--- config.mk ---
export PLATFORM = sky130hd
export DESIGN_NAME = snake_move_sched
export DESIGN_NICKNAME = d
export VERILOG_FILES = /design/src/rtl/snake_pkg.sv /design/src/rtl/snake_turn_queue.sv /design/src/rtl/snake_move_sched.sv
export SDC_FILE = /design/constraint.sdc
export NUM_CORES = 1
export LEC_CHECK = 0
export CAP_MARGIN = 30
export CORE_MARGIN = 10
export CORE_UTILIZATION = 42
export DETAILED_ROUTE_END_ITERATION = 7
export PLACE_DENSITY_LB_ADDON = 0.08
export SYNTH_ARGS = -nofsm -noshare
export SYNTH_HDL_FRONTEND = slang
export SYNTH_SLANG_ARGS = --single-unit
--- constraint.sdc ---
create_clock -name clk -period 5.53 [get_ports clk]
set_input_delay 0.8295 -clock clk [delete_from_list [all_inputs] [get_ports clk]]
set_output_delay 0.8295 -clock clk [all_outputs]
set_load 0.01 [all_outputs]
--- src/rtl/snake_pkg.sv ---
// snake_pkg: encodings and helpers shared by the snake movement scheduler.
//   - game_status_e : RESTART / START / PLAY / DIE, as driven by the game-state controller
//   - dir_e         : UP / DOWN / LEFT / RIGHT move directions
//   - reverse_dir() : the opposite direction (flip of bit 0)
//   - move_period() : ticks per move for a given level, clamped to a floor
package snake_pkg;

  typedef enum logic [1:0] {
    GS_RESTART = 2'b00,
    GS_START   = 2'b01,
    GS_PLAY    = 2'b10,
    GS_DIE     = 2'b11
  } game_status_e;

  typedef enum logic [1:0] {
    DIR_UP    = 2'b00,
    DIR_DOWN  = 2'b01,
    DIR_LEFT  = 2'b10,
    DIR_RIGHT = 2'b11
  } dir_e;

  localparam logic [1:0] DIR_REVERSE_MASK = 2'b01;

  function automatic logic [1:0] reverse_dir(input logic [1:0] d);
    return d ^ DIR_REVERSE_MASK;
  endfunction

  // max(base - lvl*step, min_p) in 32-bit unsigned arithmetic; a reduction
  // larger than base clamps straight to the floor instead of wrapping.
  // A zero result is bumped to 1 so the terminal count period-1 never wraps.
  function automatic logic [31:0] move_period(input logic [31:0] lvl,
                                              input logic [31:0] base,
                                              input logic [31:0] step,
                                              input logic [31:0] min_p);
    logic [31:0] red;
    logic [31:0] p;
    red = lvl * step;
    if (red >= base) begin
      p = min_p;
    end else begin
      p = base - red;
      if (p < min_p) p = min_p;
    end
    if (p == 32'd0) p = 32'd1;
    return p;
  endfunction

endpackage

--- src/rtl/snake_turn_queue.sv ---
// snake_turn_queue: buffers filtered turn requests for the move scheduler.
// Build option: SNAKE_TURN_QUEUE_EN
//   defined     : 2-entry FIFO; candidates are filtered against the tail
//                 (or the current direction when empty); pushes into a full
//                 queue are dropped.
//   not defined : single pending-turn register, overwritten by each accepted
//                 key; candidates are filtered against the current direction.
// Ports:
//   clk, rst_n  : clock, asynchronous active-low reset
//   clear       : synchronous clear (game restart)
//   accept_en   : keys may be accepted this cycle
//   key_valid   : an arbitrated key is present; key_dir is its direction
//   pop         : a move is being issued this cycle
//   cur_dir     : direction of the current/last move
//   next_dir    : direction the issued move takes if pop is asserted now
module snake_turn_queue
  import snake_pkg::*;
(
  input  logic       clk,
  input  logic       rst_n,
  input  logic       clear,
  input  logic       accept_en,
  input  logic       key_valid,
  input  logic [1:0] key_dir,
  input  logic       pop,
  input  logic [1:0] cur_dir,
  output logic [1:0] next_dir
);

  logic [1:0] ref_dir;
  logic       push;

`ifdef SNAKE_TURN_QUEUE_EN
  logic [1:0] q0_reg, q1_reg;
  logic [1:0] cnt_reg;
  logic [1:0] q0_post, q1_post, cnt_post;

  always_comb begin
    next_dir = (cnt_reg != 2'd0) ? q0_reg : cur_dir;
    q0_post  = q0_reg;
    q1_post  = q1_reg;
    cnt_post = cnt_reg;
    // The pop is applied before the filter looks at the tail.
    if (pop && cnt_reg != 2'd0) begin
      q0_post  = q1_reg;
      cnt_post = cnt_reg - 2'd1;
    end
    case (cnt_post)
      2'd1:    ref_dir = q0_post;
      2'd2:    ref_dir = q1_post;
      default: ref_dir = pop ? next_dir : cur_dir;
    endcase
    push = accept_en && key_valid && (key_dir != ref_dir) &&
           (key_dir != reverse_dir(ref_dir)) && (cnt_post != 2'd2);
  end

  always_ff @(posedge clk or negedge rst_n) begin
    if (!rst_n) begin
      q0_reg  <= DIR_UP;
      q1_reg  <= DIR_UP;
      cnt_reg <= 2'd0;
    end else if (clear) begin
      q0_reg  <= DIR_UP;
      q1_reg  <= DIR_UP;
      cnt_reg <= 2'd0;
    end else begin
      q0_reg  <= q0_post;
      q1_reg  <= q1_post;
      cnt_reg <= cnt_post;
      if (push) begin
        if (cnt_post == 2'd0) q0_reg <= key_dir;
        else                  q1_reg <= key_dir;
        cnt_reg <= cnt_post + 2'd1;
      end
    end
  end
`else
  logic       pend_valid_reg;
  logic [1:0] pend_dir_reg;

  always_comb begin
    next_dir = pend_valid_reg ? pend_dir_reg : cur_dir;
    ref_dir  = pop ? next_dir : cur_dir;
    push     = accept_en && key_valid && (key_dir != ref_dir) &&
               (key_dir != reverse_dir(ref_dir));
  end

  always_ff @(posedge clk or negedge rst_n) begin
    if (!rst_n) begin
      pend_valid_reg <= 1'b0;
      pend_dir_reg   <= DIR_UP;
    end else if (clear) begin
      pend_valid_reg <= 1'b0;
      pend_dir_reg   <= DIR_UP;
    end else if (push) begin
      pend_valid_reg <= 1'b1;
      pend_dir_reg   <= key_dir;
    end else if (pop) begin
      pend_valid_reg <= 1'b0;
    end
  end
`endif

endmodule

--- src/rtl/snake_move_sched.sv ---
// snake_move_sched: paces snake moves with a level-dependent tick and hands
// one move at a time to the body datapath over a req/ack handshake.
// Build option: SNAKE_TURN_QUEUE_EN selects the 2-entry turn queue inside
// snake_turn_queue; otherwise a single pending-turn register is used.
// Ports:
//   clk, rst_n              : clock, asynchronous active-low reset
//   game_status[1:0]        : 00 RESTART, 01 START, 10 PLAY, 11 DIE
//   key1..key4_press        : up/down/left/right pulses (key1 has priority)
//   level_up                : food eaten pulse, counted in PLAY only
//   move_ack                : datapath consumed the pending move
//   move_req                : a move is pending, held until acked
//   dir[1:0]                : direction of the current or last move
//   level[LEVEL_W-1:0]      : speed level, saturating
module snake_move_sched
  import snake_pkg::*;
#(
  parameter int unsigned TICK_BASE = 12_500_000,
  parameter int unsigned TICK_STEP = 1_000_000,
  parameter int unsigned TICK_MIN  = 3_000_000,
  parameter int          LEVEL_W   = 4
) (
  input  logic               clk,
  input  logic               rst_n,
  input  logic [1:0]         game_status,
  input  logic               key1_press,
  input  logic               key2_press,
  input  logic               key3_press,
  input  logic               key4_press,
  input  logic               level_up,
  input  logic               move_ack,
  output logic               move_req,
  output logic [1:0]         dir,
  output logic [LEVEL_W-1:0] level
);

  localparam logic [LEVEL_W-1:0] LEVEL_MAX = '1;
  localparam logic [31:0] PERIOD_L0 = move_period(32'd0, TICK_BASE, TICK_STEP, TICK_MIN);

  game_status_e       gs;
  logic [31:0]        period_calc;
  logic [31:0]        period_reg;
  logic [31:0]        cnt_reg;
  logic               move_req_reg;
  logic [1:0]         dir_reg;
  logic [LEVEL_W-1:0] level_reg;
  logic               terminal;
  logic               issue;
  logic               key_valid;
  logic [1:0]         key_dir;
  logic [1:0]         next_dir;

  assign gs          = game_status_e'(game_status);
  assign period_calc = move_period(32'(level_reg), TICK_BASE, TICK_STEP, TICK_MIN);
  // period_reg only changes when the counter reloads to 0, so a level change
  // never cuts the running count short.
  assign terminal    = (cnt_reg == period_reg - 32'd1);
  assign issue       = (gs == GS_PLAY) && terminal && !move_req_reg;

  always_comb begin
    key_valid = 1'b0;
    key_dir   = DIR_UP;
    if (key1_press) begin
      key_valid = 1'b1;
      key_dir   = DIR_UP;
    end else if (key2_press) begin
      key_valid = 1'b1;
      key_dir   = DIR_DOWN;
    end else if (key3_press) begin
      key_valid = 1'b1;
      key_dir   = DIR_LEFT;
    end else if (key4_press) begin
      key_valid = 1'b1;
      key_dir   = DIR_RIGHT;
    end
  end

  snake_turn_queue u_turn_queue (
    .clk       (clk),
    .rst_n     (rst_n),
    .clear     (gs == GS_RESTART),
    .accept_en ((gs == GS_START) || (gs == GS_PLAY)),
    .key_valid (key_valid),
    .key_dir   (key_dir),
    .pop       (issue),
    .cur_dir   (dir_reg),
    .next_dir  (next_dir)
  );

  always_ff @(posedge clk or negedge rst_n) begin
    if (!rst_n) begin
      cnt_reg      <= 32'd0;
      period_reg   <= PERIOD_L0;
      move_req_reg <= 1'b0;
      dir_reg      <= DIR_RIGHT;
      level_reg    <= '0;
    end else begin
      case (gs)
        GS_RESTART: begin
          cnt_reg      <= 32'd0;
          period_reg   <= PERIOD_L0;
          move_req_reg <= 1'b0;
          dir_reg      <= DIR_RIGHT;
          level_reg    <= '0;
        end
        GS_START: begin
          cnt_reg      <= 32'd0;
          period_reg   <= period_calc;
          move_req_reg <= 1'b0;
        end
        GS_PLAY: begin
          if (move_req_reg && move_ack) move_req_reg <= 1'b0;
          if (issue) begin
            move_req_reg <= 1'b1;
            dir_reg      <= next_dir;
            cnt_reg      <= 32'd0;
            period_reg   <= period_calc;
          end else if (!terminal) begin
            cnt_reg <= cnt_reg + 32'd1;
          end
          // At terminal with a move still outstanding the count holds, so the
          // tick is delivered as soon as the ack clears move_req.
          if (level_up && level_reg != LEVEL_MAX) level_reg <= level_reg + 1'b1;
        end
        default: begin
          // DIE: counter, queue, dir and level frozen; outstanding move dropped.
          move_req_reg <= 1'b0;
        end
      endcase
    end
  end

  assign move_req = move_req_reg;
  assign dir      = dir_reg;
  assign level    = level_reg;

endmodule

==> flow_summary.toml, run 1 <==
[clock_tree]
clock-sinks = 63
cts_root_buffer = "clkbuf_16"
htreeDepth = 3
clk_pin_slew_ns = 0.05
post_cts_resized = 0
clock_latency_ns = 0.34
tritoncts = "built"
cts_buffers = 9
cts_setup_buffers = 0
clock_path_buffers = 2
cts_hold_buffers = 0

[routing]
drc_errors = 0
vias = 4454
ant_nets = 0
vias_per_cell = 5.99
wl_per_cell_um = 17.7
drt-initial-drc-count = 492
wirelength_um = 13200
firstDrtPassIters = 5

[synthesis]
ys_seq_elements = 63
syn_area_sq_um = 5070
synth_mux_area_share_pct = 1.88
synth_edf_count = 0
syn_inst = 581
syn_area_per_cell_sq_um = 8.73
synthSimpleGateAreaFrac_pct = 23.4
synth_ff_type = "dfrtp_1"
synth-compound-area-share_pct = 23.6
seq_area_frac_synth_pct = 31.4
yosys_warnings = 0
syn_nets = 623
synth_fa_ha_area_share_pct = 8.64
synth_top_family_by_area = "compound AO/OA/AOI/OAI gates"
synth_xor_area_share_pct = 7.60
synthArstFlopShare_pct = 100
synth.distinct_cells = 70

[sta]
maxSlewViolCount = 0
skew_ns = 0.00633
rsz0062_at_grt = "false"
finalSetupTns_ns = 0
worst_slack_ns = 0.828
tightest_slew_ns = 0.831
setup_viol = 0
min_period_ns = 4.70
finalCritPeriodShare_pct = 85.0
fmax_mhz = 213
slew_headroom_pct = 44.6
final-hold-violation-count = 0

[job]
maxCapViolCount = 0

[global_routing]
antenna_found_initial = 0
grt_pass1_vias = 4372
grt_pass1_wl_um = 22500
gr-usage-all-layers_pct = 16.6
grt_max_degree = 64
grt-ovfl-total = 0

[final_layout]
postLayoutCellArea_sq_um = 5650
largest_reg_flops = 32
regArea_sq_um = 1590
fillers = 1196
finish.utilization_pct = 47.4
layout_commonest_cell = "o21ai_0"
syn_to_final_growth_pct = 11.4
diodes = 0
multi_input_area_sq_um = 3300
mostFrequentLayoutCells = "o21ai_0 (54), dfrtp_1 (49), nor2_1 (42), nand2_1 (40), ha_1 (27)"
layout-drive-gt1-share_pct = 9.06
nets = 633

[floorplan]
die_w_um = 130
fp-row-count = 40
die_h_um = 130
io_pins = 17
dieArea_sq_um = 16900
core_sq_um = 11900
start_util_pct = 42.6

[worst_setup_path]
crit_fanout = 12
reg2reg_depth = 14
startpoint = "level[1]$_DFFE_PN0P_"
crit_path_end_kind = "flop"
cp.arrival_ns = 4.90
reg2reg_to = "period_reg[16]$_DFFE_PN0P_"
r2r_start = "level[1]$_DFFE_PN0P_"
r2r_slack_ns = 0.83
startpoint_type = "flop"
required_ns = 5.72
path_class = "flop to flop"
endpoint = "period_reg[16]$_DFFE_PN0P_"

[place]
post_dp_cell_area_sq_um = 5370
gp_congestion = 0.829
portBuffers = 16
dp_slack_ns = 0.865
dpl.hpwl_um = 9710

[power]
p_leak_nw = 2.28
pwr-share-clk_pct = 35.0
power_frac_comb_pct = 27.6
powerDensity_nw_per_um2 = 273
ir_drop_v = 0.000165
seqPwrFrac_pct = 37.4
switching_share_pct = 32.9
internal_power_mw = 1.04
power.switching_mw = 0.508

[min_path]
worst_hold_path.num_cells = 1
hold_path.class = "flop to flop"

[status]
status = "completed"
==> metal layers <==
layer  vias to the layer above  routed length, um  GRT usage (%)
met5                         -                  0              0
met3                        27                383           2.68
li1                       2193                  -              -
met1                      2159               6140           21.3
met2                        75               6120           26.0
met4                         0                550           9.59
==> worst min path at each step <==
stage                                     startpoint                         end  slack, ns
final                         cnt_reg[3]$_DFFE_PN0P_      cnt_reg[3]$_DFFE_PN0P_       0.54
after global routing      period_reg[21]$_DFFE_PN1P_  period_reg[21]$_DFFE_PN1P_       0.56
after CTS                    cnt_reg[23]$_DFFE_PN0P_     cnt_reg[23]$_DFFE_PN0P_       0.54
after detailed placement     cnt_reg[23]$_DFFE_PN0P_     cnt_reg[23]$_DFFE_PN0P_       0.52
after global placement       cnt_reg[23]$_DFFE_PN0P_     cnt_reg[23]$_DFFE_PN0P_       0.51
after floorplan              cnt_reg[22]$_DFFE_PN0P_     cnt_reg[22]$_DFFE_PN0P_       0.47
==> critical path: stages (launching register included) <==
cell and delay, ns:
dfrtp_1 0.63, inv_1 0.28, ha_1 0.38, fa_1 0.53, inv_1 0.06, fa_1 0.46
nor2b_1 0.13, o21ai_0 0.08, nand2b_1 0.11, xnor2_1 0.17, or4_1 0.54, o31a_1 0.12
a2111o_1 0.48, a211oi_4 0.46, a21oi_1 0.12
==> kinds of logic (layout without fill, tap and decap cells) <==
family                     Yosys count  count (layout)
and+or+nand+nor                    216             216
AOI/OAI and AO/OA                  173             173
DFF                                 63              63
xor gates and xnor gates            44              44
buffers and inverters               44              59
adders and majority gates           32              32
muxes                                9               9
==> Yosys cell counts (5+ instances only) <==
cell / instances / area share (%)
a21o_1: 8 / 1.2
a21oi_1: 24 / 2.4
a31oi_1: 8 / 0.99
and3_1: 13 / 1.6
and4_1: 6 / 1.0
buf_2: 5 / 0.49
clkbuf_1: 18 / 1.3
dfrtp_1: 49 / 24
dfstp_2: 14 / 7.3
fa_1: 5 / 2.0
ha_1: 27 / 6.7
inv_1: 19 / 1.4
mux2i_1: 5 / 0.99
nand2_1: 40 / 3.0
nand2b_1: 19 / 2.3
nand3_1: 16 / 1.6
nand3b_1: 7 / 1.0
nand4_1: 9 / 1.1
nor2_1: 42 / 3.1
nor2b_1: 11 / 1.4
nor3_1: 14 / 1.4
nor4_1: 9 / 1.1
o211ai_1: 5 / 0.74
o21ai_0: 54 / 5.3
o31ai_1: 22 / 3.3
o41ai_1: 7 / 1.2
or3_1: 5 / 0.62
xnor2_1: 25 / 4.3
xor2_1: 19 / 3.3
==> per-stage QoR <==
step                hold slack [ns]  cells  power [mW]
floorplan                     0.473    581       0.889
global placement              0.512    727        1.01
detailed placement            0.521    727        1.01
CTS                           0.540    743        1.56
global route                  0.561    743        1.64
finish                        0.539    743        1.54
==> power groups by stage <==
stage | Combinational, mW | Clock (mW) | Sequential (mW)
6_report | 0.426 | 0.540 | 0.577
5_1_grt | 0.482 | 0.573 | 0.585
4_1_cts | 0.428 | 0.554 | 0.577
3_5_place_dp | 0.425 | 0 | 0.584
3_3_place_gp | 0.422 | 0 | 0.585
2_1_floorplan | 0.329 | 0 | 0.560
==> area by class of cell <==
cell class,count,share of cell area [%]
multi-input combinational,474,58.5
inverter,20,1.33
sequential,63,28.2
timing repair buffer,23,3.68
tap,147,3.26
clock buffer,16,4.99
No activity file was read; power rests on OpenSTA's default activity.
==> run 2, diff against run 1 <==
--- a/config.mk
+++ b/config.mk
@@ -6,6 +6,8 @@
 export NUM_CORES = 1
 export LEC_CHECK = 0
 export CAP_MARGIN = 30
+export CELL_PAD_IN_SITES_DETAIL_PLACEMENT = 0
+export CELL_PAD_IN_SITES_GLOBAL_PLACEMENT = 1
 export CORE_MARGIN = 10
 export CORE_UTILIZATION = 42
 export DETAILED_ROUTE_END_ITERATION = 7
@@ -13,3 +15,4 @@
 export SYNTH_ARGS = -nofsm -noshare
 export SYNTH_HDL_FRONTEND = slang
 export SYNTH_SLANG_ARGS = --single-unit
+export TNS_END_PERCENT = 5
==> flow_summary.toml, run 2 (same netlist as run 1, synthesis figures left out) <==
[status]
status = "completed"

[final_layout]
finish.utilization_pct = 47.3
layout-drive-gt1-share_pct = 9.21
layout_commonest_cell = "o21ai_0"
largest_reg_flops = 32
mostFrequentLayoutCells = "o21ai_0 (54), dfrtp_1 (49), nor2_1 (42), nand2_1 (40), ha_1 (27)"
syn_to_final_growth_pct = 11.2
diodes = 0
nets = 634

[floorplan]
die_w_um = 130
core_sq_um = 11900
io_pins = 17
die_h_um = 130
dieArea_sq_um = 16900
fp-row-count = 40
start_util_pct = 42.6

[worst_setup_path]
cp_top_family = "adder cells"
cp.arrival_ns = 4.95
crit_path_end_kind = "flop"
path_class = "flop to flop"
required_ns = 5.72
path_buf_inv = 2
max_stage_delay_ns = 0.63
crit_fanout = 12
cp_cell_sequence = "inv_1 -> ha_1 -> fa_1 -> inv_1 -> fa_1 -> nor2b_1 -> o21ai_0 -> nand2b_1 -> xnor2_1 -> or4_1 -> o31a_1 -> a2111o_1 -> a211oi_4 -> a21oi_1"
startpoint_type = "flop"
crit_slowest_cell = "dfrtp_1"

[global_routing]
antenna_found_initial = 0
grt_max_degree = 35
grt-ovfl-total = 0
grt_pass1_vias = 4342
grt_pass1_wl_um = 22200
gr-usage-all-layers_pct = 16.3

[sta]
maxSlewViolCount = 0
rsz0062_at_grt = "false"
slew_headroom_pct = 53.7
min_period_ns = 4.76
fmax_mhz = 210
final-hold-violation-count = 0
finalSetupTns_ns = 0
finalCritPeriodShare_pct = 86.1
tightest_slew_ns = 0.695
setup_viol = 0
skew_ns = 0.0112

[power]
p_leak_nw = 2.28
seqPwrFrac_pct = 38.0
pwr-share-clk_pct = 33.9
switching_share_pct = 33.4
internal_power_mw = 1.01
power_mw = 1.52
ir_drop_v = 0.000121
powerDensity_nw_per_um2 = 269
power.switching_mw = 0.506
power_frac_comb_pct = 28.1

[routing]
vias = 4435
drc_errors = 0
wl_met3_um = 307
wirelength_um = 13200
ant_nets = 0
wl_met1_um = 6110
drt-initial-drc-count = 343
vias_per_cell = 5.96
firstDrtPassIters = 6
wl_met2_um = 6480
wl_per_cell_um = 17.7
highest_layer = "met4"

[clock_tree]
clock_path_buffers = 2
cts_buffers = 9
clk_pin_slew_ns = 0.05
htreeDepth = 3
clock-sinks = 63
cts_setup_buffers = 0
cts_hold_buffers = 0
tritoncts = "built"
cts_root_buffer = "clkbuf_16"
post_cts_resized = 0
clock_latency_ns = 0.33

[place]
gp_congestion = 0.857
dpl.hpwl_um = 9830
portBuffers = 16

[min_path]
hold_path.class = "flop to flop"

[job]
maxCapViolCount = 0
[run 2: changes by cell type in the layout (fill, tap and decap cells not counted), sizes merged]
| cell | change |
|---|---|
| clkbuf | -2 |
| buf | +1 |
| clkinv | +2 |
[run 2: worst reg2reg max path, cell delays in order (launching register included)]
cell and delay, ns:
dfrtp_1 0.63, inv_1 0.27, ha_1 0.40, fa_1 0.55, inv_1 0.07, fa_1 0.45
nor2b_1 0.12, o21ai_0 0.09, nand2b_1 0.12, xnor2_1 0.18, or4_1 0.54, o31a_1 0.12
a2111o_1 0.48, a211oi_4 0.47, a21oi_1 0.13
[run 2: power by group through the flow]
| stage | clock network [mW] | logic [mW] | registers [mW] |
|---|---|---|---|
| 6_report | 0.513 | 0.426 | 0.576 |
| 5_1_grt | 0.543 | 0.481 | 0.587 |
| 4_1_cts | 0.522 | 0.431 | 0.577 |
| 3_5_place_dp | 0 | 0.427 | 0.584 |
| 3_3_place_gp | 0 | 0.430 | 0.583 |
| 2_1_floorplan | 0 | 0.329 | 0.560 |
[run 2: per-stage QoR]
step | hold WS, ns | instance area [sq um] | std cells | setup slack, ns
final | 0.529 | 5640 | 744 | 0.766
after detailed placement | 0.512 | 5370 | 728 | 0.765
after floorplan | 0.473 | 5070 | 581 | 1.20
after global placement | 0.505 | 5370 | 728 | 0.895
after CTS | 0.531 | 5640 | 744 | 0.725
after global routing | 0.547 | 5640 | 744 | 0.435
[run 2: area by class of cell]
cell class / instances / area [sq um]
Clock buffer: 14 / 254
Clock inverter: 2 / 10.0
Fill cell: 1193 / 6270
Inverter: 20 / 75.1
Multi-Input combinational cell: 474 / 3300
Sequential cell: 63 / 1590
Tap cell: 147 / 184
Timing Repair Buffer: 24 / 215
[run 2: layer usage]
layer  vias up  track usage (%)
met5         -                0
met3        18             2.35
met4         0             6.55
met1      2156             20.7
li1       2198                -
met2        63             27.4
[run 2: worst paths after layout]
check | from | to | slack, ns | depth (start not counted)
min in group asynchronous | rst_n | cnt_reg[2]$_DFFE_PN0P_ | 0.54 | 1
min reg2reg | period_reg[15]$_DFFE_PN1P_ | period_reg[15]$_DFFE_PN1P_ | 0.53 | 1
max in group asynchronous | rst_n | period_reg[19]$_DFFE_PN1P_ | 4.05 | 2
min | period_reg[15]$_DFFE_PN1P_ | period_reg[15]$_DFFE_PN1P_ | 0.53 | 1
max | level[1]$_DFFE_PN0P_ | period_reg[14]$_DFFE_PN0P_ | 0.77 | 14
max reg2reg | level[1]$_DFFE_PN0P_ | period_reg[14]$_DFFE_PN0P_ | 0.77 | 14
==> run 3, diff against run 2 <==
--- a/config.mk
+++ b/config.mk
@@ -8,7 +8,7 @@
 export CAP_MARGIN = 30
 export CELL_PAD_IN_SITES_DETAIL_PLACEMENT = 0
 export CELL_PAD_IN_SITES_GLOBAL_PLACEMENT = 1
-export CORE_MARGIN = 10
+export CORE_MARGIN = 2
 export CORE_UTILIZATION = 42
 export DETAILED_ROUTE_END_ITERATION = 7
 export PLACE_DENSITY_LB_ADDON = 0.08
==> flow_summary.toml, run 3 (same netlist as run 1, synthesis figures left out) <==
[worst_setup_path]
crit_path_end_kind = "flop"
path_class = "flop to flop"
startpoint = "level[1]$_DFFE_PN0P_"
crit_fanout = 12
cp_cell_sequence = "inv_1 -> ha_1 -> fa_1 -> inv_1 -> fa_1 -> nor2b_1 -> o21ai_0 -> nand2b_1 -> xnor2_1 -> or4_1 -> o31a_1 -> a2111o_1 -> a211oi_4 -> a21oi_1"
r2r_start = "level[1]$_DFFE_PN0P_"
crit_slowest_cell = "dfrtp_1"
required_ns = 5.72
startpoint_type = "flop"
max_stage_delay_ns = 0.62
cp.arrival_ns = 4.85

[clock_tree]
htreeDepth = 3
clock_path_buffers = 2
post_cts_resized = 0
cts_setup_buffers = 0
clock-sinks = 63
clk_pin_slew_ns = 0.05
tritoncts = "built"
clock_latency_ns = 0.33
cts_buffers = 9
cts_root_buffer = "clkbuf_16"
cts_hold_buffers = 0

[routing]
wl_met1_um = 6280
wirelength_um = 13400
highest_layer = "met4"
wl_met2_um = 6420
drt-initial-drc-count = 284
firstDrtPassIters = 5
vias = 4506
vias_per_cell = 6.06
wl_per_cell_um = 18.1
wl_met3_um = 360
drc_errors = 0
ant_nets = 0

[sta]
tightest_slew_ns = 0.828
holdWs_ns = 0.532
min_period_ns = 4.66
fmax_mhz = 215
final-hold-violation-count = 0
finalCritPeriodShare_pct = 84.2
finalSetupTns_ns = 0
setup_viol = 0
skew_ns = 0.00610
rsz0062_at_grt = "false"
maxSlewViolCount = 0
slew_headroom_pct = 44.8

[floorplan]
start_util_pct = 42.6
dieArea_sq_um = 13000
fp-row-count = 40
io_pins = 17
core_sq_um = 11900
die_w_um = 114
die_h_um = 114

[place]
dpl.hpwl_um = 9690
portBuffers = 16
gp_congestion = 0.817
place_inst = 727

[final_layout]
nets = 633
final_cell_count_no_fill = 743
finish.utilization_pct = 47.2
largest_reg_flops = 32
mostFrequentLayoutCells = "o21ai_0 (54), dfrtp_1 (49), nor2_1 (42), nand2_1 (40), ha_1 (27)"
layout-drive-gt1-share_pct = 8.89
syn_to_final_growth_pct = 11.0
layout_commonest_cell = "o21ai_0"
diodes = 0

[power]
power_mw = 1.52
ir_drop_v = 0.000123
p_leak_nw = 2.27
powerDensity_nw_per_um2 = 270

[global_routing]
grt_max_degree = 64
grt_pass1_vias = 4389
antenna_found_initial = 0
grt-ovfl-total = 0
gr-usage-all-layers_pct = 21.7
grt_pass1_wl_um = 22200

[min_path]
min_from = "cnt_reg[10]$_DFFE_PN0P_"
hold_path.class = "flop to flop"

[status]
status = "completed"

[job]
maxCapViolCount = 0
-- run 3: changes by cell type in the layout (fill, tap and decap cells not counted), sizes merged --
cell    before  now
buf          9    8
clkbuf      14   15
clkinv       3    2
-- run 3: worst max-delay path: cells and delay by family (launching register included) --
family,cells,cell delay [ns]
fa+ha+maj,3,1.37
compound gates,5,1.28
simple gates,3,0.76
flops,1,0.62
buf+inv,2,0.32
xor+xnor,1,0.17
-- run 3: per-stage QoR --
| stage | area (sq um) | setup WS, ns |
|---|---|---|
| global placement | 5370 | 0.943 |
| CTS | 5630 | 0.857 |
| floorplan | 5070 | 1.20 |
| global route | 5630 | 0.474 |
| finish | 5630 | 0.872 |
| detailed placement | 5370 | 0.887 |
-- run 3: where the power goes --
group	switching, mW	total, mW	internal, mW	leakage (nW)
combinational	0.244	0.429	0.184	1.33
sequential	0.0667	0.577	0.510	0.816
clock	0.199	0.514	0.315	0.128
-- run 3: metal layers --
layer	up-vias	GRT usage, %
met5	-	0
met4	0	9.51
met3	20	3.19
met2	84	36.7
met1	2211	27.7
li1	2191	-
-- run 3: worst paths after layout --
path	to	slack, ns	cells past startpoint
max	period_reg[6]$_DFFE_PN0P_	0.87	14
min	cnt_reg[10]$_DFFE_PN0P_	0.53	1
max reg2reg	period_reg[6]$_DFFE_PN0P_	0.87	14
min reg2reg	cnt_reg[10]$_DFFE_PN0P_	0.53	1
max in group asynchronous	period_reg[22]$_DFFE_PN0P_	4.31	2
min in group asynchronous	cnt_reg[2]$_DFFE_PN0P_	0.68	2
-- run 3: area by class of cell --
type	instances	area, sq um
Inverter	20	75.1
Fill cell	1183	6280
Multi-Input combinational cell	474	3300
Timing Repair Buffer	23	208
Tap cell	147	184
Sequential cell	63	1590
Clock buffer	15	258
Clock inverter	1	5.00
